==> config.mk <==
export PLATFORM = sky130hd
export DESIGN_NAME = multi_rate_tick_gen
export DESIGN_NICKNAME = d
export VERILOG_FILES = /design/src/rtl/tick_gen_pkg.sv /design/src/rtl/multi_rate_tick_gen_channel.sv /design/src/rtl/multi_rate_tick_gen.sv
export SDC_FILE = /design/constraint.sdc
export NUM_CORES = 1
export LEC_CHECK = 0
export ABC_AREA = 1
export CORE_AREA = 2 2 190 192
export CTS_CLUSTER_SIZE = 14
export DETAILED_ROUTE_END_ITERATION = 10
export DIE_AREA = 0 0 192 194
export DONT_BUFFER_PORTS = 1
export MAX_ROUTING_LAYER = met4
export PLACE_DENSITY = 0.64
export SETUP_SLACK_MARGIN = 0.02
export SLEW_MARGIN = 20
export SYNTH_ARGS = -nofsm -noshare
export SYNTH_HDL_FRONTEND = slang
export SYNTH_SLANG_ARGS = --single-unit
==> constraint.sdc <==
create_clock -name clk -period 1.6 [get_ports clk]
set_input_delay 0.48 -clock clk [delete_from_list [all_inputs] [get_ports clk]]
set_output_delay 0.48 -clock clk [all_outputs]
set_load 0.005 [all_outputs]
==> src/rtl/tick_gen_pkg.sv <==
// Shared constants and helpers for the multi-rate tick generator.
package tick_gen_pkg;

  localparam logic MODE_PERIODIC = 1'b0;
  localparam logic MODE_ONESHOT  = 1'b1;

  // Reload value giving a 60 Hz period from a 50 MHz clock.
  localparam int unsigned DIV_60HZ_50M = 833332;

  function automatic int unsigned ch_w(int unsigned n);
    return (n <= 1) ? 1 : $clog2(n);
  endfunction

endpackage

==> src/rtl/multi_rate_tick_gen_channel.sv <==
// One programmable tick channel: down-counter, divisor, mode, arm flag and registered tick.
module multi_rate_tick_gen_channel
  import tick_gen_pkg::*;
#(
  parameter int unsigned CNT_W       = 28,
  parameter int unsigned DEFAULT_DIV = DIV_60HZ_50M
) (
  input  logic             clk_i,
  input  logic             reset_i,
  input  logic             enable_i,
  input  logic             ch_en_i,
  input  logic             restart_i,
  input  logic             cfg_we_i,
  input  logic [CNT_W-1:0] cfg_div_i,
  input  logic             cfg_oneshot_i,
  output logic             tick_o,
  output logic             busy_o
);

  localparam logic [CNT_W-1:0] DivRst = CNT_W'(DEFAULT_DIV);

  logic [CNT_W-1:0] cnt_q, cnt_d;
  logic [CNT_W-1:0] div_q, div_d;
  logic             mode_q, mode_d;
  logic             armed_q, armed_d;
  logic             tick_q, tick_d;
  logic             run;

  always_comb begin
    run     = enable_i & ch_en_i & armed_q;
    div_d   = cfg_we_i ? cfg_div_i : div_q;
    mode_d  = cfg_we_i ? cfg_oneshot_i : mode_q;
    cnt_d   = cnt_q;
    armed_d = armed_q;
    tick_d  = 1'b0;
    if (restart_i) begin
      // Restart wins over counting and picks up a divisor written in the same cycle.
      cnt_d   = div_d;
      armed_d = 1'b1;
    end else if (run) begin
      if (cnt_q != '0) begin
        cnt_d = cnt_q - CNT_W'(1);
      end else begin
        tick_d = 1'b1;
        cnt_d  = div_q;
        if (mode_q == MODE_ONESHOT) armed_d = 1'b0;
      end
    end
  end

  always_ff @(posedge clk_i) begin
    if (reset_i) begin
      cnt_q   <= DivRst;
      div_q   <= DivRst;
      mode_q  <= MODE_PERIODIC;
      armed_q <= 1'b1;
      tick_q  <= 1'b0;
    end else begin
      cnt_q   <= cnt_d;
      div_q   <= div_d;
      mode_q  <= mode_d;
      armed_q <= armed_d;
      tick_q  <= tick_d;
    end
  end

  assign tick_o = tick_q;
  assign busy_o = armed_q & ch_en_i;

endmodule

==> src/rtl/multi_rate_tick_gen.sv <==
// NUM_CH independent programmable tick generators with a shared config write port.
module multi_rate_tick_gen
  import tick_gen_pkg::*;
#(
  parameter int unsigned NUM_CH      = 4,
  parameter int unsigned CNT_W       = 28,
  parameter int unsigned DEFAULT_DIV = DIV_60HZ_50M,
  localparam int unsigned CH_W       = ch_w(NUM_CH)
) (
  input  logic              clk,
  input  logic              reset,
  input  logic              enable,
  input  logic [NUM_CH-1:0] ch_en,
  input  logic [NUM_CH-1:0] restart,
  input  logic              cfg_we,
  input  logic [CH_W-1:0]   cfg_ch,
  input  logic [CNT_W-1:0]  cfg_div,
  input  logic              cfg_oneshot,
  output logic [NUM_CH-1:0] tick,
  output logic [NUM_CH-1:0] busy
);

  logic [NUM_CH-1:0] cfg_hit;

  // Out-of-range channel numbers match no channel, so such writes are dropped.
  always_comb begin
    cfg_hit = '0;
    for (int unsigned i = 0; i < NUM_CH; i++) begin
      cfg_hit[i] = cfg_we && (32'(cfg_ch) == i);
    end
  end

  for (genvar g = 0; g < NUM_CH; g++) begin : g_ch
    multi_rate_tick_gen_channel #(
      .CNT_W      (CNT_W),
      .DEFAULT_DIV(DEFAULT_DIV)
    ) u_ch (
      .clk_i        (clk),
      .reset_i      (reset),
      .enable_i     (enable),
      .ch_en_i      (ch_en[g]),
      .restart_i    (restart[g]),
      .cfg_we_i     (cfg_hit[g]),
      .cfg_div_i    (cfg_div),
      .cfg_oneshot_i(cfg_oneshot),
      .tick_o       (tick[g]),
      .busy_o       (busy[g])
    );
  end

endmodule

==> impl_metrics.ini <==
[floorplanning]
die_w_um = 192
die_area_mm2 = 0.0372
core_area_mm2 = 0.0352
placement_rows = 69
initial_core_utilization_pct = 39.7
ioPinCount = 51
dieHeight_um = 194

[synth]
synth_enable_flop_cells = 0
synth_area_mm2 = 0.0140
yosysWarningCount = 0
synth_largest_area_cell = sky130_fd_sc_hd__dfxtp_1
async_flop_share_pct = 0
synth_area_per_cell_um2 = 6.38
yosys.cell_count.top_type = sky130_fd_sc_hd__nand2_1
synth_cell_types = 42
ys_seq_elements = 236
seq_area_frac_synth_pct = 33.8
number_of_nets_produced_by_synthesis = 2242
syn-instance-count = 2191
synth_top_area_share_pct = 33.8
ys_flop_type = sky130_fd_sc_hd__dfxtp_1
synthTopCellsByArea = sky130_fd_sc_hd__dfxtp_1 34%, sky130_fd_sc_hd__nand2_1 14%, sky130_fd_sc_hd__nor2_1 8.2%
post_synth_most_frequent_cells = 504 x sky130_fd_sc_hd__nand2_1, 304 x sky130_fd_sc_hd__nor2_1, 280 x sky130_fd_sc_hd__inv_1

[detailed_routing]
dr.first_iter.drc_count = 1081
total_iterations_of_the_first_detailed_routing_run = 7
overall_via_count_from_detail_route = 15286
detail_route.wirelength_um = 49400
detail_route.drc_violations = 0
average_wire_length_per_cell_after_detail_routing_um = 17.1
drt.antenna.violating_nets = 0
via_per_instance_ratio = 5.29

[worst_setup_path]
critPathLaunchType = flip-flop
timing.critical_path.max_delay_family = simple AND/OR/NAND/NOR gates
crit_path_cell_trace = inv_2 > ha_4 > nor3b_4 > nand3_2 > nor2_4 > buf_4 > buf_6 > buf_6 > a21oi_1 > nand2_1 > a21oi_2
critical_path.n_buffers_inverters = 4
cp-endpoint = g_ch[3].u_ch.cnt_q[23]
slowest_delay_ns = 0.33
critical_path.max_fanout = 5
timing.critical_path.arrival_ns = 2.13
critical_path.startpoint = g_ch[3].u_ch.cnt_q[0]
worstRegToRegCells = 11
critical-path-slowest-cell = sky130_fd_sc_hd__dfxtp_2
worstReg2RegEnd = g_ch[3].u_ch.cnt_q[23]
crit_type = reg -> reg
reg_to_reg_start = g_ch[3].u_ch.cnt_q[0]
crit_top_cell = sky130_fd_sc_hd__buf_6
cp_data_required_time_ns = 2.03
regToRegSetupSlack_ns = -0.1
timing.critical_path.depth = 11
crit_path_end_kind = flip-flop

[sta]
setup_viol_count_final = 11
postLayoutSetupSlackWorst_ns = -0.0963
post-route-min-period_ns = 1.70
slew_viol_final = 0
finalCritPeriodShare_pct = 106
rsz0062_at_grt = true
fmax_mhz = 590
hold_viol_final = 0
max_slew.worst_pin.slew_ns = 0.544
clock_skew_ns = 0.00986
slew-limit-headroom_pct = 63.7

[grt]
grt_remaining_overflow = 0
grt_max_degree = 146
grtUsageTotal_pct = 26.5
number_of_global_route_vias_before_repair = 14436
grt_antenna_before_repair = 5
grt_pass1_wl_um = 76500

[cts]
cts_tree = built
cts-htree-levels = 1
path_clk_slew_ns = 0.06
root_cell_of_the_clock_tree = sky130_fd_sc_hd__clkbuf_16
cts_inserted_buffers = 27
cts.path.max_buffers = 3
postCtsHoldBufs = 0
clk_latency_worst_skew_pair_ns = 0.55
numClockSinks = 236

[pwr]
vdd_ir_drop_max_v = 0.000821
power_switching_share_pct = 27.4
power.internal_mw = 11.9
power.density_mw_per_mm2 = 883
seq_power_share_pct = 39.7
leakagePower_nw = 8.45
p_sw_mw = 4.51
power.clock.fraction_pct = 43.4
pwr-share-comb_pct = 16.9

[worst_hold_path]
worstHoldPathType = in -> reg

[placed_design]
placed_cell_area_mm2 = 0.0162
port-buffer-count = 0
gp_congestion = 0.991
dpl_worst_slack_ns = -0.142
place.detailed.hpwl_um = 34700

[run_status]
run_status = complete, but fails checks
violations_in_the_final_reports = setup timing

[finish]
design_area_mm2 = 0.0186
drive_above_1_share_pct = 28.1
area_growth_syn_to_layout_pct = 33.3
nNetsFinal = 2452

[flow_run]
drv.max_cap_violation_count = 0
[layout make-up]
type	instances	area, um2
fill	3399	16600
multi-input combinational	1566	8630
sequential	236	4770
timing repair buffer	275	2480
inverter	294	1120
clock buffer	35	776
tap	461	577
clock inverter	14	245
antenna	9	22.5
timing repair inverter	1	11.3
[through the flow]
stage	hold slack (ns)	std cells	TNS (ns)	util [%]	total power, mW
finish	0.0321	2891	-0.519	52.9	16.4
floorplan	0.411	2191	0	-	8.10
global route	0.0125	2888	-4.20	52.9	17.1
global placement	0.431	2803	-3.37	45.9	8.98
CTS	0.00672	2860	0	49.5	16.2
detailed placement	0.438	2803	-6.10	45.9	9.04
[cell families after synthesis]
group	share of synthesized area, %
flops	33.8
simple gates	35.4
compound gates	16.6
xor+xnor	1.94
buf+inv	11.5
fa+ha+maj	0.716
[worst min path at each step]
stage | startpoint | endpoint | cells past startpoint
2_1_floorplan | g_ch[0].u_ch.mode_q | g_ch[0].u_ch.armed_q | 1
3_3_place_gp | g_ch[2].u_ch.mode_q | g_ch[2].u_ch.mode_q | 2
3_5_place_dp | g_ch[2].u_ch.mode_q | g_ch[2].u_ch.mode_q | 2
4_1_cts | reset | g_ch[1].u_ch.cnt_q[1] | 1
5_1_grt | reset | g_ch[1].u_ch.cnt_q[11] | 1
6_report | reset | g_ch[1].u_ch.div_q[0] | 1
[sequential cells by signal (all words and copies together), names as in the netlist]
| name | count |
|---|---|
| g_ch.u_ch.armed_q | 4 |
| g_ch.u_ch.cnt_q | 112 |
| g_ch.u_ch.mode_q | 4 |
| g_ch.u_ch.div_q | 112 |
| g_ch.u_ch.tick_o | 4 |
[layer usage]
layer / track usage [%] / routed length [um] / vias up
met5: - / 0 / -
met4: 11.0 / 2060 / 0
met3: 2.91 / 2620 / 103
met2: 42.8 / 23400 / 466
met1: 33.7 / 21400 / 7191
li1: - / - / 7526
[power by group through the flow]
stage	logic, mW	clock network (mW)	registers, mW
after floorplan	1.55	0	6.55
after global placement	2.40	0	6.58
after detailed placement	2.45	0	6.58
after CTS	2.51	7.23	6.47
after global routing	3.08	7.44	6.57
final	2.77	7.14	6.54
[repair_timing]
item                       in CTS  in global routing
gates resized for setup        66                322
setup endpoints to repair     109                117
setup buffers                   8                 19
hold endpoints to repair        0                  0
cloned                          1                  3
pin swaps                      18                 88
[cell usage in the layout, fill, tap and decap left out, types with 25 or more instances in the layout]
| cell | count |
|---|---|
| sky130_fd_sc_hd__a21oi_1 | 112 |
| sky130_fd_sc_hd__a21oi_2 | 29 |
| sky130_fd_sc_hd__buf_4 | 220 |
| sky130_fd_sc_hd__buf_6 | 31 |
| sky130_fd_sc_hd__clkbuf_16 | 28 |
| sky130_fd_sc_hd__dfxtp_1 | 201 |
| sky130_fd_sc_hd__dfxtp_2 | 34 |
| sky130_fd_sc_hd__inv_1 | 262 |
| sky130_fd_sc_hd__inv_2 | 25 |
| sky130_fd_sc_hd__nand2_1 | 460 |
| sky130_fd_sc_hd__nand2_2 | 50 |
| sky130_fd_sc_hd__nand3_1 | 134 |
| sky130_fd_sc_hd__nand3_2 | 29 |
| sky130_fd_sc_hd__nand4_1 | 40 |
| sky130_fd_sc_hd__nor2_1 | 224 |
| sky130_fd_sc_hd__nor2_2 | 76 |
| sky130_fd_sc_hd__nor2_4 | 56 |
| sky130_fd_sc_hd__o211ai_1 | 57 |
| sky130_fd_sc_hd__o21ai_0 | 96 |
| sky130_fd_sc_hd__o21ai_1 | 44 |
| sky130_fd_sc_hd__o22ai_1 | 34 |
Power figures use the tool's default switching activity.
